[config.mk]
export PLATFORM = sky130hd
export DESIGN_NAME = mem_stage
export DESIGN_NICKNAME = d
export VERILOG_FILES = /design/src/rtl/mem_stage_pkg.sv /design/src/rtl/mem_store_align.sv /design/src/rtl/mem_stage.sv
export SDC_FILE = /design/constraint.sdc
export NUM_CORES = 1
export LEC_CHECK = 0
export CORE_AREA = 2 2 166 168
export DETAILED_ROUTE_END_ITERATION = 6
export DIE_AREA = 0 0 168 170
export GPL_ROUTABILITY_DRIVEN = 0
export PLACE_DENSITY = 0.83
export SETUP_SLACK_MARGIN = 0.5
export SLEW_MARGIN = 40
export SYNTH_ARGS = -nofsm -noshare
export SYNTH_HDL_FRONTEND = slang
export SYNTH_HIERARCHICAL = 1
export SYNTH_SLANG_ARGS = --single-unit
[constraint.sdc]
create_clock -name clk -period 5 [get_ports clk]
set_clock_uncertainty 0.2 [all_clocks]
set_input_delay 0.5 -clock clk [delete_from_list [all_inputs] [get_ports clk]]
set_output_delay 0.5 -clock clk [all_outputs]
set_load 0.01 [all_outputs]
[src/rtl/mem_stage_pkg.sv]
// Shared types and constants for the memory-access pipeline stage.
// Holds the execute->memory bus layout, select codes and store exception rules.
package mem_stage_pkg;

    localparam int EXE_MEM_W = 190;
    localparam int MEM_WB_W  = 70;

    localparam logic [2:0] WB_SEL_LOAD = 3'b001;
    localparam logic [2:0] WB_SEL_PC4  = 3'b010;

    localparam logic [3:0] CSR_CMD_WRITE = 4'b0001;
    localparam logic [3:0] CSR_CMD_SET   = 4'b0010;
    localparam logic [3:0] CSR_CMD_CLEAR = 4'b0100;

    localparam logic [5:0]  EXC_STORE_MISALIGN = 6'b100110;
    localparam logic [5:0]  EXC_STORE_FAULT    = 6'b100111;
    localparam logic [31:0] STORE_ADDR_LIMIT   = 32'h6000_0000;

    typedef enum logic [1:0] {
        SZ_WORD,
        SZ_HALF,
        SZ_BYTE
    } mem_size_e;

    typedef enum logic [1:0] {
        ST_IDLE,
        ST_REQ,
        ST_DONE
    } store_state_e;

    typedef struct packed {
        logic [31:0] alu_result;
        logic [4:0]  rd;
        logic        rd_wen;
        logic        mem_we;
        logic        mem_re;
        logic [2:0]  wb_sel;
        logic [31:0] pc;
        logic [31:0] store_data;
        logic [3:0]  csr_cmd;
        logic [11:0] csr_addr;
        logic [31:0] op1;
        logic [31:0] load_data;
        logic [2:0]  mem_size;
    } es_mem_t;

    // Bit 2 of mem_size only carries load sign-extension, so it plays no part here.
    function automatic mem_size_e size_decode(input logic [1:0] sz);
        if (!sz[0])
            return SZ_WORD;
        else if (!sz[1])
            return SZ_HALF;
        else
            return SZ_BYTE;
    endfunction

endpackage

[src/rtl/mem_store_align.sv]
// Store lane alignment: byte strobes, lane-replicated data and misalignment flag.
// Purely combinational; no handshake.
module mem_store_align
    import mem_stage_pkg::*;
(
    input  logic [1:0]  addr_lo,
    input  logic [1:0]  mem_size,
    input  logic [31:0] store_data,
    output logic [3:0]  wstrb,
    output logic [31:0] wdata,
    output logic        misalign
);

    always_comb begin
        wstrb    = 4'b1111;
        wdata    = store_data;
        misalign = |addr_lo;
        case (size_decode(mem_size))
            SZ_HALF: begin
                wstrb    = 4'b0011 << {addr_lo[1], 1'b0};
                wdata    = {2{store_data[15:0]}};
                misalign = addr_lo[0];
            end
            SZ_BYTE: begin
                wstrb    = 4'b0001 << addr_lo;
                wdata    = {4{store_data[7:0]}};
                misalign = 1'b0;
            end
            default: ;
        endcase
    end

endmodule

[src/rtl/mem_stage.sv]
// Memory stage: registers the execute bus, runs stores over req/ack, issues CSR writes.
// Non-stores pass with no added latency; stores stall until ack and park in DONE under back-pressure.
module mem_stage
    import mem_stage_pkg::*;
(
    input  logic                 clk,
    input  logic                 rst_n,
    input  logic [EXE_MEM_W-1:0] es_mem_bus,
    input  logic                 es_to_ms_valid,
    output logic                 ms_allowin,
    output logic                 ms_to_ws_valid,
    input  logic                 ws_allowin,
    input  logic [5:0]           exception_code_em,
    input  logic                 exception_flush,
    output logic                 dm_req,
    input  logic                 dm_ack,
    output logic [31:0]          dm_addr,
    output logic [3:0]           dm_wstrb,
    output logic [31:0]          dm_wdata,
    output logic                 csr_we,
    output logic [11:0]          csr_waddr,
    output logic [31:0]          csr_wdata,
    output logic [MEM_WB_W-1:0]  ms_wb_bus,
    output logic [37:0]          ms_id_data_bus,
    output logic [5:0]           exception_code_mw
);

    es_mem_t      bus_r;
    logic [5:0]   exc_em_r;
    logic         ms_valid;
    store_state_e st;

    logic [3:0]   st_wstrb;
    logic [31:0]  st_wdata;
    logic         st_misalign;
    logic [5:0]   exc_mw;
    logic         no_exc;
    logic         store_active;
    logic         ms_ready_go;
    logic         leave;
    logic         csr_hit;
    logic [31:0]  wb_value;
    logic         unused_bits;

    // Flush wins over capture, so an entry arriving in the flush cycle is dropped.
    always_ff @(posedge clk or negedge rst_n) begin
        if (!rst_n) begin
            ms_valid <= 1'b0;
            bus_r    <= '0;
            exc_em_r <= '0;
        end else if (exception_flush) begin
            ms_valid <= 1'b0;
        end else if (ms_allowin) begin
            ms_valid <= es_to_ms_valid;
            if (es_to_ms_valid) begin
                bus_r    <= es_mem_bus;
                exc_em_r <= exception_code_em;
            end
        end
    end

    mem_store_align u_align (
        .addr_lo    (bus_r.alu_result[1:0]),
        .mem_size   (bus_r.mem_size[1:0]),
        .store_data (bus_r.store_data),
        .wstrb      (st_wstrb),
        .wdata      (st_wdata),
        .misalign   (st_misalign)
    );

    always_comb begin
        exc_mw = '0;
        if (exc_em_r[5])
            exc_mw = exc_em_r;
        else if (bus_r.mem_we && st_misalign)
            exc_mw = EXC_STORE_MISALIGN;
        else if (bus_r.mem_we && (bus_r.alu_result > STORE_ADDR_LIMIT))
            exc_mw = EXC_STORE_FAULT;
    end

    assign no_exc         = (exc_mw == 6'd0);
    assign store_active   = bus_r.mem_we && no_exc;
    assign dm_req         = ms_valid && store_active && (st != ST_DONE);
    assign ms_ready_go    = !store_active || (dm_req && dm_ack) || (st == ST_DONE);
    assign ms_to_ws_valid = ms_valid && ms_ready_go;
    assign ms_allowin     = !ms_valid || (ms_ready_go && ws_allowin);
    assign leave          = ms_to_ws_valid && ws_allowin;

    // DONE remembers a consumed ack while writeback stalls, preventing a second request.
    always_ff @(posedge clk or negedge rst_n) begin
        if (!rst_n) begin
            st <= ST_IDLE;
        end else if (exception_flush || leave) begin
            st <= ST_IDLE;
        end else begin
            case (st)
                ST_IDLE: if (ms_valid && store_active) st <= dm_ack ? ST_DONE : ST_REQ;
                ST_REQ:  if (dm_ack) st <= ST_DONE;
                ST_DONE: st <= ST_DONE;
                default: st <= ST_IDLE;
            endcase
        end
    end

    assign dm_addr  = {bus_r.alu_result[31:2], 2'b00};
    assign dm_wstrb = bus_r.mem_we ? st_wstrb : 4'b0000;
    assign dm_wdata = st_wdata;

    always_comb begin
        csr_hit   = 1'b0;
        csr_wdata = '0;
        case (bus_r.csr_cmd)
            CSR_CMD_WRITE: begin csr_hit = 1'b1; csr_wdata = bus_r.op1; end
            CSR_CMD_SET:   begin csr_hit = 1'b1; csr_wdata = bus_r.alu_result | bus_r.op1; end
            CSR_CMD_CLEAR: begin csr_hit = 1'b1; csr_wdata = bus_r.alu_result & ~bus_r.op1; end
            default: ;
        endcase
    end

    // Tied to the leaving handshake so a stalled CSR instruction writes exactly once.
    assign csr_we    = leave && no_exc && csr_hit;
    assign csr_waddr = bus_r.csr_addr;

    always_comb begin
        case (bus_r.wb_sel)
            WB_SEL_LOAD: wb_value = bus_r.load_data;
            WB_SEL_PC4:  wb_value = bus_r.pc + 32'd4;
            default:     wb_value = bus_r.alu_result;
        endcase
    end

    assign ms_wb_bus         = {wb_value, bus_r.rd, bus_r.rd_wen, bus_r.pc};
    assign ms_id_data_bus    = {wb_value, bus_r.rd_wen & ms_valid, bus_r.rd};
    assign exception_code_mw = exc_mw;

    assign unused_bits = ^{bus_r.mem_re, bus_r.mem_size[2]};

endmodule

==> run summary <==
* type of the worst min-delay path: reg -> reg
* latest clock arrival within the worst-skew pair: 0.43 ns
* total number of vias: 8,731
* Worst R2R End: bus_r[57]
* Detailed Route Iter0 Violations: 637
* Area growth syn-to-layout: 36.45%
* final routed wirelength across all metal layers: 36.74 mm
* Antenna Nets Post-Route: 0
* Setup TNS: 0 ns
* TritonRoute pass-1 iters: 5
* met3 usage: 7.907%
* sort of element at the start of the critical path: flip-flop
* post-route worst hold slack: 0.2902 ns
* count of endpoints failing hold in the final timing report: 0
* layer with the highest usage after global routing: met2
* Min-Delay Path Depth: 1
* cell area after technology mapping: 0.01155 mm²
* number of cell rows: 60
* leakage power total: 6.633 nW
* mean post-synth cell area: 11.81 µm²
* most common cell after layout, fill and taps aside: clkdlybuf4s50_1
* final setup fails: 0
* vias per cell: 5.400
* count of unique library cells instantiated by Yosys: 46
* Post CTS Setup Buffer Count: 0
* status: completed
* post-layout min period: 4.099 ns
* CTS tree: built
* antenna violations before repair: 4
* final-report max-slew violation count: 0
* met1 Use GR: 29.86%
* count of max-cap constraint violations: 0
* clock buffer count from CTS: 17
* net load switching power: 2.101 mW
* RSZ-0062 raised after global routing: no
* global routing met2 resource utilization: 44.77%
* die footprint: 0.02856 mm²
* Worst Path Max Fanout: 7
* CP arrival: 3.40 ns
* Critical Path End Type: output pin
* routed wirelength normalized by instance count: 22.72 µm
* highest-count cells in the layout ignoring fill and taps: clkdlybuf4s50_1, dfrtp_1, mux2_4, nor2_1, o21ai_0
* DR DRC count: 0
* via count of the first global-routing pass: 9,014
* hold-critical path endpoint: csr_waddr[11]
* synth warn: 6
* combinational share of power: 40.3%
* core box area: 0.02665 mm²
* IO Count: 432
* Worst Path Class, Setup: reg -> out
* Port Buffers: 427
* Int Pwr: 4.013 mW
* clock transition time at the flip-flop clock pins of the worst setup and hold paths: 0.09 ns
* Die Y: 170 µm
* synthesized netlist cell count: 978
* sequential power share: 36.9%
* part of the total power dissipated in the clock network: 22.8%
* slack of the worst reg-to-reg path: 1.49 ns
* power per standard cell area: 387.8 mW/mm²
* maximum ir drop on the vdd rail: 202.7 µV
* number of clock sinks: 197
* Total GRT Usage: 25.61%
* initial core utilization: 43.35%
* floorplan die width: 168 µm
* share of the clock period used by the worst path after layout: 81.99%
* wire length of the first global-routing pass: 55.37 mm
* sequential cell area fraction in the yosys report: 42.67%
* HPWL after detailed placement: 27.55 mm
* Max Clock Freq: 243.9 MHz
* Bufs on Longest Clock Path: 2
* depth of the worst register-to-register path: 8
* hold wc startpoint: csr_waddr[11]
* Slew headroom: 45.66%
* slew at the pin with the worst max-slew slack: 0.8151 ns
* number of resized instances in the post-cts repair step: 0
* maximum number of pins on one net before global-route repair: 119
* Sw Share: 34.36%
* share of final-layout standard cells stronger than drive strength 1: 18.29%
* global route total overflow: 0
* total of flip-flops plus latches after synthesis: 197
* required time of the critical path: 4.30 ns
* CTS HTree Levels: 4
* origin of the critical flop-to-flop path: dm_addr[10]
* net total in the final layout: 1,468
* buffer type at the clock tree root: clkbuf_16
synth_stat cells (all sizes together):
library cell	n	area, µm²
mux2	210	2965
dfrtp	197	4930
buf	155	1212
nor2	69	259.0
o21ai	62	314.0
a22oi	46	345.3
a21oi	31	158.9
clkbuf	26	97.59
inv	26	97.59
xor2	18	157.7
o32a	17	170.2
nand2	16	62.56
and2	13	81.33
nand3	12	60.06
xnor2	11	96.34
mux2i	10	100.1
nor4	9	56.30
and4	6	52.55
ha	5	62.56
nand4	5	31.28
and3	4	25.02
nand2b	4	25.02
nor2b	4	25.02
nor3	4	20.02
a221o	3	30.03
a211oi	2	15.01
nor3b	2	15.01
o21a	2	15.01
a22o	1	8.760
and4bb	1	12.51
conb	1	3.750
nand3b	1	7.510
o221a	1	11.26
o221ai	1	8.760
o22ai	1	6.260
or2	1	6.260
or4	1	7.510
per-layer routing:
metal | part of all wire, % | vias to the layer above | wire, µm
met5 | 0.035 | - | 13
met4 | 2.7 | 2 | 982
met3 | 7.9 | 52 | 2920
met2 | 51 | 395 | 18620
met1 | 39 | 4396 | 14210
li1 | - | 3886 | -
cell type report:
class,instances,area (µm²)
sequential,197,4930
timing repair buffer,444,4456
clock buffer,19,442.9
tap,341,426.7
fill,2129,10890
multi-input combinational,575,5273
clock inverter,13,135.1
inverter,26,97.59
antenna,2,5.005
metrics by stage:
step | cell area [µm²] | power (mW) | instances | setup WS (ns) | util [%]
finish | 15770 | 6.114 | 1617 | 0.9006 | 59.15
global route | 15760 | 6.409 | 1616 | 0.5836 | 59.15
CTS | 15760 | 6.174 | 1615 | 0.8744 | 59.12
detailed placement | 15170 | 4.750 | 1582 | 1.375 | 56.91
global placement | 15110 | 4.687 | 1581 | 1.417 | 56.69
floorplan | 11560 | 3.615 | 979 | 2.387 | -
timing repair:
action / CTS / global route
setup endpoints to repair: 0 / 0
hold endpoints to repair: 116 / 0
hold buffers: 1 / 0
sequential cells by signal (all words and copies together) (netlist names):
| register | flops |
|---|---|
| bus_r | 108 |
| csr_waddr | 12 |
| ms_id_data_bus | 5 |
| exc_em_r | 6 |
| dm_addr | 30 |
| ms_wb_bus | 33 |
| st | 2 |
| ms_valid | 1 |
power groups by stage:
stage / logic [mW] / registers [mW] / clock network (mW)
2_1_floorplan: 1.52 / 2.10 / 0
3_3_place_gp: 2.42 / 2.26 / 0
3_5_place_dp: 2.47 / 2.28 / 0
4_1_cts: 2.48 / 2.25 / 1.44
5_1_grt: 2.62 / 2.29 / 1.50
6_report: 2.47 / 2.25 / 1.40
worst max path at each step:
stage | endpoint | startpoint | cells past startpoint | slack, ns
6_report | ms_id_data_bus[37] | ms_wb_bus[4] | 7 | 0.90
5_1_grt | ms_id_data_bus[37] | ms_wb_bus[4] | 7 | 0.58
4_1_cts | ms_id_data_bus[37] | ms_wb_bus[4] | 7 | 0.87
3_5_place_dp | ms_id_data_bus[37] | ms_wb_bus[4] | 7 | 1.38
3_3_place_gp | ms_id_data_bus[37] | ms_wb_bus[4] | 7 | 1.42
2_1_floorplan | bus_r[100] | bus_r[0] | 9 | 2.39
worst max-delay path, stage by stage, from the launching register on:
cell and delay [ns]:
dfrtp_1 0.49, and4_1 0.28, and4_1 0.41, nand3b_1 0.20, nor3_1 0.58, xnor2_1 0.12, o21ai_1 0.24, clkdlybuf4s50_1 0.63
kinds of logic after synthesis:
group                    synth area share [%]
other                                 0.03246
buffers and inverters                   12.18
multiplexers                            26.53
AND/OR/NAND/NOR                         6.465
XOR/XNOR                                2.198
AO/OA/AOI/OAI                           9.378
adder cells (fa/ha/maj)                0.5415
flip-flops                              42.67
Note: power is estimated with default switching activity, not from simulation.
